[src/rtl/foc_scheduler.sv]
// foc_scheduler: periodic sequencer for the FOC control loop.
// Generates the control-period tick, requests a sensor sample, launches one
// loop iteration over valid/ready, then measures latency and counts overruns.
// Optional watchdog that aborts hung iterations: define FOC_SCHED_WATCHDOG_EN.
module foc_scheduler #(
  parameter int CNT_WIDTH = 16
) (
  input  logic                 i_clk,
  input  logic                 i_rstb,
  input  logic                 i_enable,
  input  logic [CNT_WIDTH-1:0] i_period,
  input  logic [CNT_WIDTH-1:0] i_timeout,
  input  logic                 i_clear_fault,
  output logic                 o_sample_req,
  input  logic                 i_sample_ack,
  output logic                 o_loop_valid,
  input  logic                 i_loop_ready,
  output logic                 o_loop_abort,
  output logic                 o_busy,
  output logic                 o_loop_done,
  output logic [CNT_WIDTH-1:0] o_last_latency,
  output logic                 o_overrun,
  output logic [CNT_WIDTH-1:0] o_overrun_cnt,
  output logic                 o_fault
);
  localparam logic [CNT_WIDTH-1:0] C_ONE = CNT_WIDTH'(1);
  localparam logic [CNT_WIDTH-1:0] C_TWO = CNT_WIDTH'(2);
  localparam logic [CNT_WIDTH-1:0] C_MAX = '1;

  typedef enum logic [2:0] {
    S_IDLE, S_WAIT, S_SAMPLE, S_LAUNCH, S_BUSY, S_FAULT
  } state_t;

  state_t               r_state, w_state_n;
  logic [CNT_WIDTH-1:0] r_pcnt, r_period, w_period_eff, w_period_cur;
  logic                 r_pvalid, r_tick, w_wrap;
  logic                 r_seen_low, r_cpl;
  logic [CNT_WIDTH-1:0] r_lat, r_last_lat, r_ovr_cnt;
  logic                 r_sample_req, r_loop_valid, r_busy, r_loop_done, r_overrun;
  logic                 w_launch, w_complete, w_expire, w_overrun, w_busy_n;

  // Periods below 2 would make the wrap compare degenerate, so clamp to 2.
  assign w_period_eff = (i_period < C_TWO) ? C_TWO : i_period;
  // Right after enable (or reset) nothing is latched yet; use the live value.
  assign w_period_cur = r_pvalid ? r_period : w_period_eff;
  assign w_wrap       = (r_pcnt == w_period_cur - C_ONE);

  // Period counter: tick is registered on the wrap edge, period reloads at wrap.
  always_ff @(posedge i_clk or negedge i_rstb) begin
    if (!i_rstb) begin
      r_pcnt   <= '0;
      r_period <= C_TWO;
      r_pvalid <= 1'b0;
      r_tick   <= 1'b0;
    end else if (!i_enable) begin
      r_pcnt   <= '0;
      r_period <= w_period_eff;
      r_pvalid <= 1'b0;
      r_tick   <= 1'b0;
    end else begin
      r_pvalid <= 1'b1;
      r_tick   <= w_wrap;
      if (w_wrap) begin
        r_pcnt   <= '0;
        r_period <= w_period_eff;
      end else begin
        r_pcnt <= r_pcnt + C_ONE;
        if (!r_pvalid) r_period <= w_period_eff;
      end
    end
  end

  // Next-state logic and single-cycle event strobes.
  always_comb begin
    w_state_n  = r_state;
    w_launch   = 1'b0;
    w_complete = 1'b0;
    case (r_state)
      S_IDLE:   if (i_enable && !o_fault) w_state_n = S_WAIT;
      S_WAIT:   if (!i_enable) w_state_n = S_IDLE;
                else if (r_tick) w_state_n = S_SAMPLE;
      S_SAMPLE: if (i_sample_ack) w_state_n = S_LAUNCH;
      S_LAUNCH: if (i_loop_ready) begin
                  w_launch  = 1'b1;
                  w_state_n = S_BUSY;
                end
      S_BUSY:   if (r_cpl) begin
                  w_complete = 1'b1;
                  w_state_n  = i_enable ? S_WAIT : S_IDLE;
                end else if (w_expire) begin
                  w_state_n = S_FAULT;
                end
`ifdef FOC_SCHED_WATCHDOG_EN
      S_FAULT:  if (i_clear_fault) w_state_n = S_IDLE;
`endif
      default:  w_state_n = S_IDLE;
    endcase
  end

  // A tick that finds an iteration still in flight is dropped, never queued.
  assign w_overrun = r_tick && (r_state inside {S_SAMPLE, S_LAUNCH, S_BUSY});
  assign w_busy_n  = (w_state_n inside {S_SAMPLE, S_LAUNCH, S_BUSY});

  // FSM state register.
  always_ff @(posedge i_clk or negedge i_rstb) begin
    if (!i_rstb) r_state <= S_IDLE;
    else         r_state <= w_state_n;
  end

  // Registered outputs, completion detect (ready low then high) and latency.
  always_ff @(posedge i_clk or negedge i_rstb) begin
    if (!i_rstb) begin
      r_sample_req <= 1'b0;
      r_loop_valid <= 1'b0;
      r_busy       <= 1'b0;
      r_loop_done  <= 1'b0;
      r_overrun    <= 1'b0;
      r_ovr_cnt    <= '0;
      r_last_lat   <= '0;
      r_lat        <= '0;
      r_seen_low   <= 1'b0;
      r_cpl        <= 1'b0;
    end else begin
      r_sample_req <= (w_state_n == S_SAMPLE);
      r_loop_valid <= w_launch;
      r_busy       <= w_busy_n;
      r_loop_done  <= w_complete;
      r_overrun    <= w_overrun;
      if (w_overrun && r_ovr_cnt != C_MAX) r_ovr_cnt <= r_ovr_cnt + C_ONE;
      if (w_launch) begin
        r_seen_low <= 1'b0;
        r_cpl      <= 1'b0;
        r_lat      <= '0;
      end else if (r_state == S_BUSY) begin
        if (!i_loop_ready)              r_seen_low <= 1'b1;
        if (r_seen_low && i_loop_ready) r_cpl      <= 1'b1;
        if (r_lat != C_MAX)             r_lat      <= r_lat + C_ONE;
      end
      if (w_complete) r_last_lat <= r_lat;
    end
  end

`ifdef FOC_SCHED_WATCHDOG_EN
  logic [CNT_WIDTH-1:0] r_wdcnt;
  logic                 r_abort, r_fault;

  // r_wdcnt holds the index of the current BUSY cycle (first BUSY cycle = 1).
  assign w_expire = (r_state == S_BUSY) && !r_cpl && (i_timeout != '0) &&
                    (r_wdcnt == i_timeout);

  // Watchdog counter, abort strobe and sticky fault.
  always_ff @(posedge i_clk or negedge i_rstb) begin
    if (!i_rstb) begin
      r_wdcnt <= '0;
      r_abort <= 1'b0;
      r_fault <= 1'b0;
    end else begin
      r_abort <= w_expire;
      if (w_launch)                                      r_wdcnt <= C_ONE;
      else if (r_state == S_BUSY && r_wdcnt != C_MAX)    r_wdcnt <= r_wdcnt + C_ONE;
      if (w_expire)                                      r_fault <= 1'b1;
      else if (r_state == S_FAULT && i_clear_fault)      r_fault <= 1'b0;
    end
  end

  assign o_loop_abort = r_abort;
  assign o_fault      = r_fault;
`else
  logic w_unused;
  assign w_expire     = 1'b0;
  assign o_loop_abort = 1'b0;
  assign o_fault      = 1'b0;
  assign w_unused     = ^{i_timeout, i_clear_fault};
`endif

  assign o_sample_req   = r_sample_req;
  assign o_loop_valid   = r_loop_valid;
  assign o_busy         = r_busy;
  assign o_loop_done    = r_loop_done;
  assign o_last_latency = r_last_lat;
  assign o_overrun      = r_overrun;
  assign o_overrun_cnt  = r_ovr_cnt;
endmodule
[config.mk]
export PLATFORM = sky130hd
export DESIGN_NAME = foc_scheduler
export DESIGN_NICKNAME = d
export VERILOG_FILES = /design/src/rtl/foc_scheduler.sv
export SDC_FILE = /design/constraint.sdc
export NUM_CORES = 1
export LEC_CHECK = 0
export ABC_AREA = 1
export CAP_MARGIN = 10
export CORE_MARGIN = 2
export CORE_UTILIZATION = 24
export CTS_BUF_LIST = sky130_fd_sc_hd__clkbuf_8
export CTS_CLUSTER_DIAMETER = 100
export DETAILED_ROUTE_END_ITERATION = 10
export PLACE_DENSITY = 0.42
export SLEW_MARGIN = 15
export SYNTH_ARGS = -nofsm -noshare
export SYNTH_HDL_FRONTEND = slang
export SYNTH_SLANG_ARGS = --single-unit
[constraint.sdc]
create_clock -name i_clk -period 3.7 [get_ports i_clk]
set_clock_uncertainty 0.2 [all_clocks]
set_input_delay 0.555 -clock i_clk [delete_from_list [all_inputs] [get_ports i_clk]]
set_output_delay 0.555 -clock i_clk [all_outputs]
set_load 0.005 [all_outputs]
## Yosys cells after proc, flatten, opt, wreduce, memory -nomap -nowiden

Cells that the tools add are included.

| operators by class | value |
|---|---|
| order comparisons | 1 |
| $add $sub $neg | 4 |
| equality and inequality tests | 11 |
| multiplexer cells | 29 |
| reduce and logical (&&, ||, !) cells | 12 |

Operators with widths:

| kind | count |
|---|---|
| $mux W16 | 9 |
| $add A16 B1 Y16 const B | 3 |
| $ne A16 B16 Y1 const B | 2 |
| $mux W3 | 6 |
| $eq A16 B16 Y1 | 1 |
| $lt A16 B2 Y1 const B | 1 |
| $sub A16 B1 Y16 const B | 1 |
| $pmux W3 S5 | 1 |
| $mux W1 | 13 |
| $eq A3 B2 Y1 const B | 4 |
| $eq A3 B3 Y1 const B | 2 |
| $reduce_and A2 Y1 | 3 |
| $reduce_bool A2 Y1 | 3 |
| $reduce_bool A3 Y1 | 2 |
| $eq A3 B1 Y1 const B | 1 |
| $logic_and A1 B1 Y1 | 3 |
| $logic_not A3 Y1 | 1 |
| $ne A2 B1 Y1 const B | 1 |

| storage, ports and cells | value |
|---|---|
| logic and storage cells | 72 |
| register bits | 92 |
| output and inout port bits | 39 |

## Longest topological paths before layout

Gate-level depths: netlist (run 1).

| depth | value |
|---|---|
| word-level depth | 7 |
| depth in mapped cells | 22 |

## Worst setup path before layout (run 1)

OpenSTA, ideal clock, no wires.

| path | value |
|---|---|
| path type | input to register |
| start point | input i_period[13] |
| end point | register r_pcnt[12] |
| cell stages on the path | 18 |
| setup time | 0.120 ns |
| data required time | 3.380 ns |
| path buffers | 1 |
| path slack | 0.919 ns |
| data arrival time | 2.461 ns |
| cell sequence | nor2_1 nand2_1 nor2_1 nand2_1 nand2_1 nand2_1 nand2_1 ha_1 nand3_2 nor3_2 nand2_1 xor2_1 nand4_1 nor2_1 nand3_4 nand2_2 buf_4 nor2_1 |

| on the way | value |
|---|---|
| longest elaborated chain between the ends | 7 |

Ends and longest elaborated chain:

| item | line | text |
|---|---|---|
| start: declaration | 11 | `input logic [CNT_WIDTH-1:0] i_period,` |
| $lt A16 B2 Y1 | 43 | `assign w_period_eff = (i_period < C_TWO) ? C_TWO : i_period;` |
| $mux W16 (*) | 43 |  |
| $mux W16 (*) | -- |  |
| $sub A16 B1 Y16 (*) | 46 | `assign w_wrap = (r_pcnt == w_period_cur - C_ONE);` |
| $eq A16 B16 Y1 (*) | 46 |  |
| $mux W16 (*) | 63 | `if (w_wrap) begin` |
| $mux W16 (*) | 55 | `end else if (!i_enable) begin` |
| end signal: assignment | 67 | `r_pcnt <= r_pcnt + C_ONE;` |
| end: declaration | 35 | `logic [CNT_WIDTH-1:0] r_pcnt, r_period, w_period_eff, w_period_cur;` |

Mark *: on every way between the ends. The rest lies on a longest branch, timed or not.
A chain may end at the register's enable or synchronous reset.

## Final worst setup path (run 1)

| path | value |
|---|---|
| start point | input i_period[12] |
| end point | register r_period[13] |

| on the way | value |
|---|---|
| longest elaborated chain between the ends | 7 |

Ends and longest elaborated chain:

| item | line | text |
|---|---|---|
| $lt A16 B2 Y1 | 43 |  |
| $mux W16 (*) | 43 |  |
| $mux W16 | 68 | `if (!r_pvalid) r_period <= w_period_eff;` |
| $sub A16 B1 Y16 | 46 |  |
| $eq A16 B16 Y1 | 46 |  |
| $mux W16 | 63 |  |
| $mux W16 (*) | 55 |  |
| end signal: assignment | 57 | `r_period <= w_period_eff;` |
| end signal: assignment | 65 | `r_period <= w_period_eff;` |
| end signal: assignment | 68 |  |
| end: declaration | 35 |  |

Marks and branches as above.

==> summary.md, run 1 <==
| Metric | Value |
|---|---|
| Share of layout cells above drive strength 1 | `0.0765` |
| Tmin final | `roughly 3.3 ns` |
| Drt wl/cell | `12.7 µm` |
| Critical path capture point type | `register` |
| Clock insertion delay at the later pin of the skew report | `slightly below 0.4 ns` |
| Maximum VDD drop | `0.164 mV` |
| FF/Latch Area | `between 2000 and 2500 µm²` |
| Total track usage | `0.121` |
| DR vias | `around 4200` |
| Mux contribution to synthesized area | `0.00229` |
| Final std cells w/o fill | `~990` |
| First-pass GRT wire length | `around 21 mm` |
| Syn Area/Cell | `between 7 and 8 µm²` |
| Slew Viols, Final | `0` |
| Initial DRC count | `238` |
| DR top layer | `met4` |
| Worst Tran Pin Value | `0.718 ns` |
| EDFF count, synth | `0` |
| CP Launch Type | `primary input` |
| Unrepaired setup endpoints after global routing | `false` |
| Cell variety after synth | `41` |
| Worst EP required | `3.82 ns` |
| Largest family of logic cells by synthesized area | `simple AND/OR/NAND/NOR gates` |
| Synth area leader | `dfrtp_1` |
| Fin crit share | `0.898` |
| DR WL met3 | `between 400 and 500 µm` |
| Die height | `approximately 150 µm` |
| Final Core Density | `0.302` |
| CTS tree | `done` |
| Fmax | `around 300 MHz` |
| Fin nets | `around 760` |
| M1 WL | `6.16 mm` |
| Pin count of the biggest net entering global routing | `47` |
| Status | `finished, final reports clean` |
| Synthesized area | `approximately 4900 µm²` |
| HPWL Detailed | `approximately 9.4 mm` |
| Drt total wl | `~13 mm` |
| Chip width | `approximately 150 µm` |
| Initial antenna violation count | `0` |
| Number of global-route vias before repair | `between 4000 and 5000` |
| Post-synth top cells | `nand2_1, dfrtp_1, inv_1` |
| Grt total ovfl | `0` |
| Clk buf depth | `2` |
| Most common cell in the netlist | `nand2_1` |
| Worst Setup Path Type | `primary input to register` |
| MaxCap Viol Count | `0` |
| Synth Register Bits | `92` |
| Routed Antenna Nets | `0` |
| Multi-input logic area | `2240 µm²` |
| Synth Area in Simple Gates | `0.304` |
| CP Max Fanout | `19` |
| Crit. Startpoint | `i_period[12]` |
| Adder-cell area share of the yosys netlist | `0.0102` |
| DIE AREA | `roughly 22000 µm²` |
| Yosys warns | `0` |
| Post-synthesis sequential area ratio | `0.467` |
| Worst hold slack | `a little under 0.3 ns` |
| Port Buffers | `57` |
| Total CTS buffers | `9` |
| Dpl cells | `between 900 and 1000` |
| Post-synth top flop | `dfrtp_1` |
| Initial Util | `0.244` |
| Reg-to-Reg Start | `r_pvalid` |
| N_diodes | `0` |
| Global placer's final weighted congestion | `between 0.8 and 0.9` |
| # fillers | `2198` |
| Metal2 WL | `5.79 mm` |
| Static Leak | `roughly 3.0 nW` |
| # IOs | `77` |
| Final routed DRC violation total | `0` |
| Vias/cell | `between 4 and 5` |
| CTS sink count | `92` |
| Clock-pin slew of the registers on the worst-case setup and hold paths | `around 0.090 ns` |
| Row cnt | `52` |
| Hold Startpoint | `o_last_latency[5]` |
| Ys async rst share | `1.00` |
| Root Buffer Master | `clkbuf_8` |
| Hold Path Class | `register to register` |
| Synth Instances | `roughly 640` |
| Final hold violations | `0` |
| Max_slew headroom | `0.521` |
| Area Overhead vs Synth | `23.6%` |
| 1st-pass router iterations | `4` |
| WP data arrival | `3.44 ns` |
| Post-synthesis compound-gate area fraction | `0.0739` |
| Main area contributors after synthesis | `dfrtp_1, nand2_1, inv_1, nor2_1, nand3_1` |
| Pwr Density | `about 320 nW/µm²` |
| Core area | `between 20000 and 25000 µm²` |
| H-tree levels | `3` |
| Yosys top cell area share | `0.462` |
| Area share of xor/xnor cells in the synthesized design | `0.0604` |
| Final Setup Violations | `0` |
==> kinds of logic after synthesis <==
group	after synthesis
AO/OA/AOI/OAI	65
multiplexers	1
flip-flops	92
other	1
AND/OR/NAND/NOR	351
XOR/XNOR	34
buffers and inverters	95
adder cells (fa/ha/maj)	4
==> layout by cell type, fill, tap and decap left out, types with 13 or more instances in the layout <==
cell type        Yosys  routed
nand2_1            185     185
nand4_1             13      13
a21oi_1             15      15
nor2_1              74      73
o21ai_0             33      33
nand3_1             46      46
dfrtp_1             91      91
inv_1               77      78
buf_4                5      15
clkdlybuf4s50_1      0      56
nor3_1              15      15
xor2_1              24      24
==> critical path: stages <==
cell             delay (ns)
clkdlybuf4s50_1        0.46
nor2_1                 0.11
nand2_1                0.11
nor2_1                 0.14
nand2_1                0.11
nand2_1                0.09
nand2_1                0.05
nand2_1                0.13
ha_1                   0.21
nand3_2                0.17
nor3_4                 0.21
nand2_1                0.09
xor2_1                 0.15
nand4_1                0.12
nor2_2                 0.18
nand3_4                0.12
nand2_2                0.14
buf_12                 0.17
nand2_1                0.06
nand2_1                0.06
==> final timing paths <==
kind | slack, ns | endpoint | depth (start not counted)
max in group asynchronous | 1.99 | o_loop_valid | 3
hold reg to reg | 0.29 | o_last_latency[5] | 2
hold / removal | 0.29 | o_last_latency[5] | 2
setup reg to reg | 0.79 | r_period[13] | 15
min in group asynchronous | 0.53 | r_pcnt[4] | 2
setup / recovery | 0.38 | r_period[13] | 20
==> report_power, final <==
| group | internal (W) | total [W] | switching, W |
|---|---|---|---|
| Combinational | 0.0000842 | 0.000226 | 0.000142 |
| Sequential | 0.00103 | 0.00104 | 0.0000106 |
| Clock | 0.000283 | 0.000665 | 0.000382 |
| Total | 0.00139 | 0.00193 | 0.000534 |
==> final cells by class <==
cell class | count | area share
Inverter | 80 | 0.0493
Sequential cell | 92 | 0.378
Clock buffer | 11 | 0.0249
Multi-Input combinational cell | 457 | 0.367
Clock inverter | 5 | 0.00575
Tap cell | 270 | 0.0555
Timing Repair Buffer | 74 | 0.119
==> layer usage <==
layer / GRT usage / vias up
li1: - / 2176
met1: 0.158 / 1949
met2: 0.200 / 69
met3: 0.0332 / 12
met4: 0.0288 / 0
met5: 0 / -
==> metrics by stage <==
stage | instance area [µm²] | total power, W | TNS, ns | worst slack (ns)
2_1_floorplan | 4930 | 0.00119 | 0 | 0.919
3_3_place_gp | 5880 | 0.00128 | -2.14 | -0.0851
3_5_place_dp | 5880 | 0.00128 | -2.57 | -0.119
4_1_cts | 6080 | 0.00196 | 0 | 0.284
5_1_grt | 6090 | 0.00204 | 0 | 0.0241
6_report | 6090 | 0.00193 | 0 | 0.379
==> state kept, by name, summed over array words and instances (netlist names) <==
signal,cells
r_tick,1
r_lat,16
o_busy,1
o_overrun,1
r_cpl,1
o_last_latency,16
o_overrun_cnt,16
r_period,16
r_pvalid,1
o_loop_done,1
r_state,3
o_loop_valid,1
r_seen_low,1
r_pcnt,16
o_sample_req,1
==> timing repair <==
| item | CTS | global route |
|---|---|---|
| endpoints found under the setup margin | 0 | 1 |
| endpoints found under the hold margin | 30 | 0 |
| buffers inserted | 0 | 0 |
| hold buffers | 1 | 0 |
| resized for setup | 0 | 2 |
Power figures use the tool's default switching activity.
==> run 2: changes to the inputs <==
Settings changed: CTS_CLUSTER_SIZE set to 24.
Clock period 3.7 ns to 3.2 ns, I/O delays scaled along.
==> summary.md, run 2 (same netlist as run 1, synthesis figures left out) <==
| Metric | Value |
|---|---|
| Drt total wl | `about 13 mm` |
| Worst Tran Pin Value | `between 0.7 and 0.8 ns` |
| Routed Antenna Nets | `0` |
| WP data arrival | `around 3.1 ns` |
| Core area | `~20000 µm²` |
| CP Launch Type | `primary input` |
| CP most frequent cell | `nand2_1` |
| Hold Path Class | `primary input to register` |
| R2R Path End | `o_overrun_cnt[15]` |
| Fin crit share | `0.942` |
| Worst EP required | `3.32 ns` |
| CP cell instances | `clkdlybuf4s50_1, nor2_2, nand2_2, nor2_4, nand2_2, nand2_1, nand2_1, nand2_2, ha_4, nand3_4, nor3_4, nand2_1, xor2_1, nand4_1, nor2_2, nand3_4, nand2_8, clkbuf_16, nand2_1, nand2_1` |
| DR vias | `roughly 4300` |
| Chip width | `between 100 and 150 µm` |
| Final routed DRC violation total | `0` |
| Die height | `147 µm` |
| Total track usage | `0.122` |
| # IOs | `77` |
| Vias/cell | `~4.2` |
| Max_slew headroom | `0.510` |
| CTS tree | `done` |
| Initial DRC count | `~170` |
| Worst r2r path cells | `11` |
| MaxCap Viol Count | `0` |
| Place WS | `-0.511 ns` |
| Post-route worst setup slack | `roughly 0.18 ns` |
| Share of layout cells above drive strength 1 | `0.111` |
| Initial Util | `0.244` |
| HPWL Detailed | `around 9.4 mm` |
| Number of global-route vias before repair | `4169` |
| Root Buffer Master | `clkbuf_8` |
| Pwr Density | `approximately 370 nW/µm²` |
| Maximum VDD drop | `0.188 mV` |
| Fmax | `around 330 MHz` |
| Worst Setup Path Type | `primary input to register` |
| Setup TNS | `0 ns` |
| Clock-pin slew of the registers on the worst-case setup and hold paths | `0.09 ns` |
| Fin nets | `about 780` |
| CTS sink count | `92` |
| Worst hold slack | `roughly 0.27 ns` |
| Clk buf depth | `2` |
| Static Leak | `around 3.1 nW` |
| R2R Setup Slk | `between 0.5 and 0.6 ns` |
| Clock insertion delay at the later pin of the skew report | `0.38 ns` |
| Pin count of the biggest net entering global routing | `54` |
| Tmin final | `3.02 ns` |
| Initial antenna violation count | `1` |
| # fillers | `between 2000 and 2500` |
| First-pass GRT wire length | `between 20 and 25 mm` |
| WHS Path Cells | `4` |
| 1st-pass router iterations | `4` |
| Slew Viols, Final | `0` |
| Total CTS buffers | `9` |
| Critical path's slowest cell | `clkdlybuf4s50_1` |
| CP Max Fanout | `7` |
| Grt total ovfl | `0` |
| Critical path's largest stage delay | `0.44 ns` |
| Reg-to-Reg Start | `r_state[0]` |
| Hold Path End | `r_period[15]` |
| Critical path capture point type | `register` |
| Commonest cells after routing, fill and taps aside | `nand2_1, dfrtp_1, inv_1` |
| Commonest non-fill, non-tap cell in the layout | `nand2_1` |
| Area Overhead vs Synth | `29.5%` |
| Hold Startpoint | `i_period[15]` |
| Global placer's final weighted congestion | `about 0.81` |
| Drt wl/cell | `12.7 µm` |
| Unrepaired setup endpoints after global routing | `false` |
| Port Buffers | `57` |
| H-tree levels | `3` |
| Final hold violations | `0` |
| Row cnt | `between 50 and 60` |
| Status | `finished, final reports clean` |
| DIE AREA | `approximately 22000 µm²` |
| Final Setup Violations | `0` |
==> run 2: changes by cell type in the layout (fill, tap and decap cells not counted), moves of 2 or more <==
cell / previous run / this run
buf_4: 15 / 31
clkbuf_16: 0 / 2
clkdlybuf4s50_1: 56 / 53
clkinv_4: 2 / 0
dlymetal6s2s_1: 0 / 3
nand2_1: 185 / 181
nand2_2: 2 / 5
nor2_1: 73 / 71
nor2_4: 0 / 2
==> run 2: what timing repair did <==
action	4_1_cts	5_1_grt
gates resized for setup	7	13
endpoints found under the hold margin	38	0
pin swaps	3	9
buffers inserted	0	2
hold buffers	1	0
endpoints found under the setup margin	33	33
gates cloned	0	2
==> run 2: power breakdown <==
part / internal (W) / switching (W) / leakage, nW
sequential: 0.00119 / 0.0000120 / 1.12
clock: 0.000408 / 0.000440 / 0.113
combinational: 0.000126 / 0.000175 / 1.90
==> run 2: critical path: cells and delay by family <==
family                     cells  cell delay [ns]
xor gates and xnor gates       1             0.14
adders and majority gates      1             0.15
buffers and inverters          2             0.61
and+or+nand+nor               16             1.74
==> run 2: metrics by stage <==
stage | instance area [µm²] | util | power, W | cells
after global routing | 6380 | 0.316 | 0.00248 | 1009
after detailed placement | 6020 | 0.298 | 0.00151 | 988
final | 6380 | 0.316 | 0.00235 | 1010
after floorplan | 4930 | - | 0.00138 | 644
after CTS | 6270 | 0.311 | 0.00238 | 1005
after global placement | 6020 | 0.298 | 0.00150 | 988
==> run 2: metal layers <==
metal | GRT usage | up-vias | share of wire
met1 | 0.160 | 1996 | 0.49
met4 | 0.0303 | 0 | 0.010
met2 | 0.199 | 63 | 0.47
met3 | 0.0363 | 10 | 0.035
met5 | 0 | - | 0
li1 | - | 2208 | -
==> run 2: how the worst max path moves through the flow <==
stage                            start           end  slack (ns)  cells past startpoint
after floorplan           i_period[13]    r_pcnt[12]        0.49                     18
after global placement    i_period[14]  r_period[13]       -0.48                     20
after detailed placement  i_period[14]  r_period[11]       -0.51                     20
after CTS                 i_period[14]  r_period[11]        0.01                     20
after global routing      i_period[14]   r_period[0]        0.02                     20
final                     i_period[14]   r_period[2]        0.18                     20
==> run 2: area by class of cell <==
cell class / count / area, µm² / share of cell area
clock buffers: 11 / 151 / 0.0237
flip-flops and latches: 92 / 2300 / 0.361
repair buffers: 94 / 932 / 0.146
clock inverters: 5 / 58.8 / 0.00921
diodes: 1 / 2.50 / 0.000392
inverters: 80 / 300 / 0.0470
well taps: 270 / 338 / 0.0529
multi-input cells: 457 / 2300 / 0.360
==> run 3: changes to the inputs <==
Settings changed: SKIP_CTS_REPAIR_TIMING set to 1.
==> summary.md, run 3 (same netlist as run 1, synthesis figures left out) <==
| Metric | Value |
|---|---|
| First-pass GRT wire length | `21.2 mm` |
| Initial Util | `0.244` |
| Global placer's final weighted congestion | `0.806` |
| Chip width | `around 150 µm` |
| Max_slew headroom | `0.509` |
| Final Core Density | `0.316` |
| Clk buf depth | `2` |
| Maximum VDD drop | `~0.19 mV` |
| Total CTS buffers | `9` |
| Static Leak | `3.13 nW` |
| Final routed DRC violation total | `0` |
| Vias/cell | `4.24` |
| Slew Viols, Final | `0` |
| Share of layout cells above drive strength 1 | `0.110` |
| Dpl cells | `roughly 990` |
| Port Buffers | `57` |
| Drt total wl | `~13 mm` |
| Row cnt | `52` |
| Met2 Usage GRT | `0.199` |
| Total track usage | `0.122` |
| H-tree levels | `3` |
| R2R Path End | `o_overrun_cnt[15]` |
| Area Overhead vs Synth | `29.5%` |
| Worst Tran Pin Value | `roughly 0.74 ns` |
| Final Setup Violations | `0` |
| Met1 GRT Util | `0.160` |
| Number of global-route vias before repair | `4166` |
| CTS sink count | `a little over 90` |
| DIE AREA | `about 22000 µm²` |
| R2R Setup Slk | `0.52 ns` |
| Worst EP required | `approximately 3.3 ns` |
| Status | `finished, final reports clean` |
| Hold Path Class | `primary input to register` |
| Routed Antenna Nets | `0` |
| GRT busiest layer | `met2` |
| Commonest cells after routing, fill and taps aside | `nand2_1, dfrtp_1, inv_1` |
| Drt wl/cell | `~13 µm` |
| CP Launch Type | `primary input` |
| WP data arrival | `~3.2 ns` |
| Initial antenna violation count | `1` |
| # IOs | `77` |
| MaxCap Viol Count | `0` |
| Reg-to-Reg Start | `r_state[0]` |
| Clock-pin slew of the registers on the worst-case setup and hold paths | `0.09 ns` |
| Hold Startpoint | `i_period[15]` |
| Clock insertion delay at the later pin of the skew report | `0.38 ns` |
| Root Buffer Master | `clkbuf_8` |
| DR vias | `4278` |
| Worst r2r path cells | `11` |
| Commonest non-fill, non-tap cell in the layout | `nand2_1` |
| CP Max Fanout | `7` |
| HPWL Detailed | `roughly 9.4 mm` |
| Final std cells w/o fill | `around 1000` |
| Fin crit share | `0.948` |
| Pin count of the biggest net entering global routing | `54` |
| Final hold violations | `0` |
| CTS tree | `done` |
| WHS Path Cells | `4` |
| Met3 Use GR | `0.0366` |
| Die height | `147 µm` |
| Grt total ovfl | `0` |
| Critical path capture point type | `register` |
| Initial DRC count | `182` |
| Setup TNS | `0 ns` |
| Core area | `a little over 20000 µm²` |
| Hold Path End | `r_period[15]` |
| Fmax | `330 MHz` |
| 1st-pass router iterations | `4` |
| Tmin final | `approximately 3.0 ns` |
| Fin nets | `between 700 and 800` |
| Pwr Density | `368 nW/µm²` |
| Worst Setup Path Type | `primary input to register` |
run 3: per-layer routing:
layer / vias to the layer above / wire length [µm]
met4: 0 / 111
met2: 65 / 6010
met1: 1994 / 6270
met5: - / 0
li1: 2211 / -
met3: 8 / 449
run 3: worst max-delay path by stage:
stage               slack (ns)         start            to
finish                    0.17  i_period[14]   r_period[2]
global route            -0.009  i_period[14]   r_period[0]
CTS                      -0.13  i_period[14]  r_period[11]
detailed placement       -0.51  i_period[14]  r_period[11]
global placement         -0.48  i_period[14]  r_period[13]
floorplan                 0.49  i_period[13]    r_pcnt[12]
run 3: layout make-up:
| cell class | count | area [µm²] |
|---|---|---|
| sequential | 92 | 2300 |
| antenna | 1 | 2.50 |
| fill | 2204 | 13800 |
| inverter | 80 | 300 |
| tap | 270 | 338 |
| clock inverter | 5 | 58.8 |
| timing repair buffer | 94 | 932 |
| multi-input combinational | 457 | 2290 |
| clock buffer | 11 | 151 |
run 3: critical path, stage by stage:
cell	delay (ns)
clkdlybuf4s50_1	0.44
nor2_2	0.13
nand2_2	0.10
nor2_4	0.12
nand2_2	0.07
nand2_1	0.08
nand2_1	0.06
nand2_2	0.10
ha_4	0.15
nand3_4	0.13
nor3_4	0.24
nand2_1	0.09
xor2_1	0.15
nand4_1	0.12
nor2_2	0.16
nand3_4	0.13
nand2_8	0.13
clkbuf_16	0.17
nand2_1	0.05
nand2_1	0.05
run 3: per-stage QoR:
stage / hold slack (ns) / setup WS, ns / power (W) / area [µm²]
after floorplan: -0.0156 / 0.494 / 0.00138 / 4930
after global placement: 0.272 / -0.479 / 0.00150 / 6020
after detailed placement: 0.275 / -0.511 / 0.00151 / 6020
after CTS: -0.105 / -0.130 / 0.00238 / 6230
after global routing: 0.275 / -0.00944 / 0.00248 / 6380
final: 0.267 / 0.167 / 0.00235 / 6380
run 3: power breakdown:
part	switching (W)	total, W	leakage [nW]	internal [W]
Combinational	0.000175	0.000300	1.90	0.000125
Sequential	0.0000120	0.00120	1.12	0.00119
Clock	0.000442	0.000850	0.113	0.000408
Total	0.000628	0.00235	3.13	0.00172
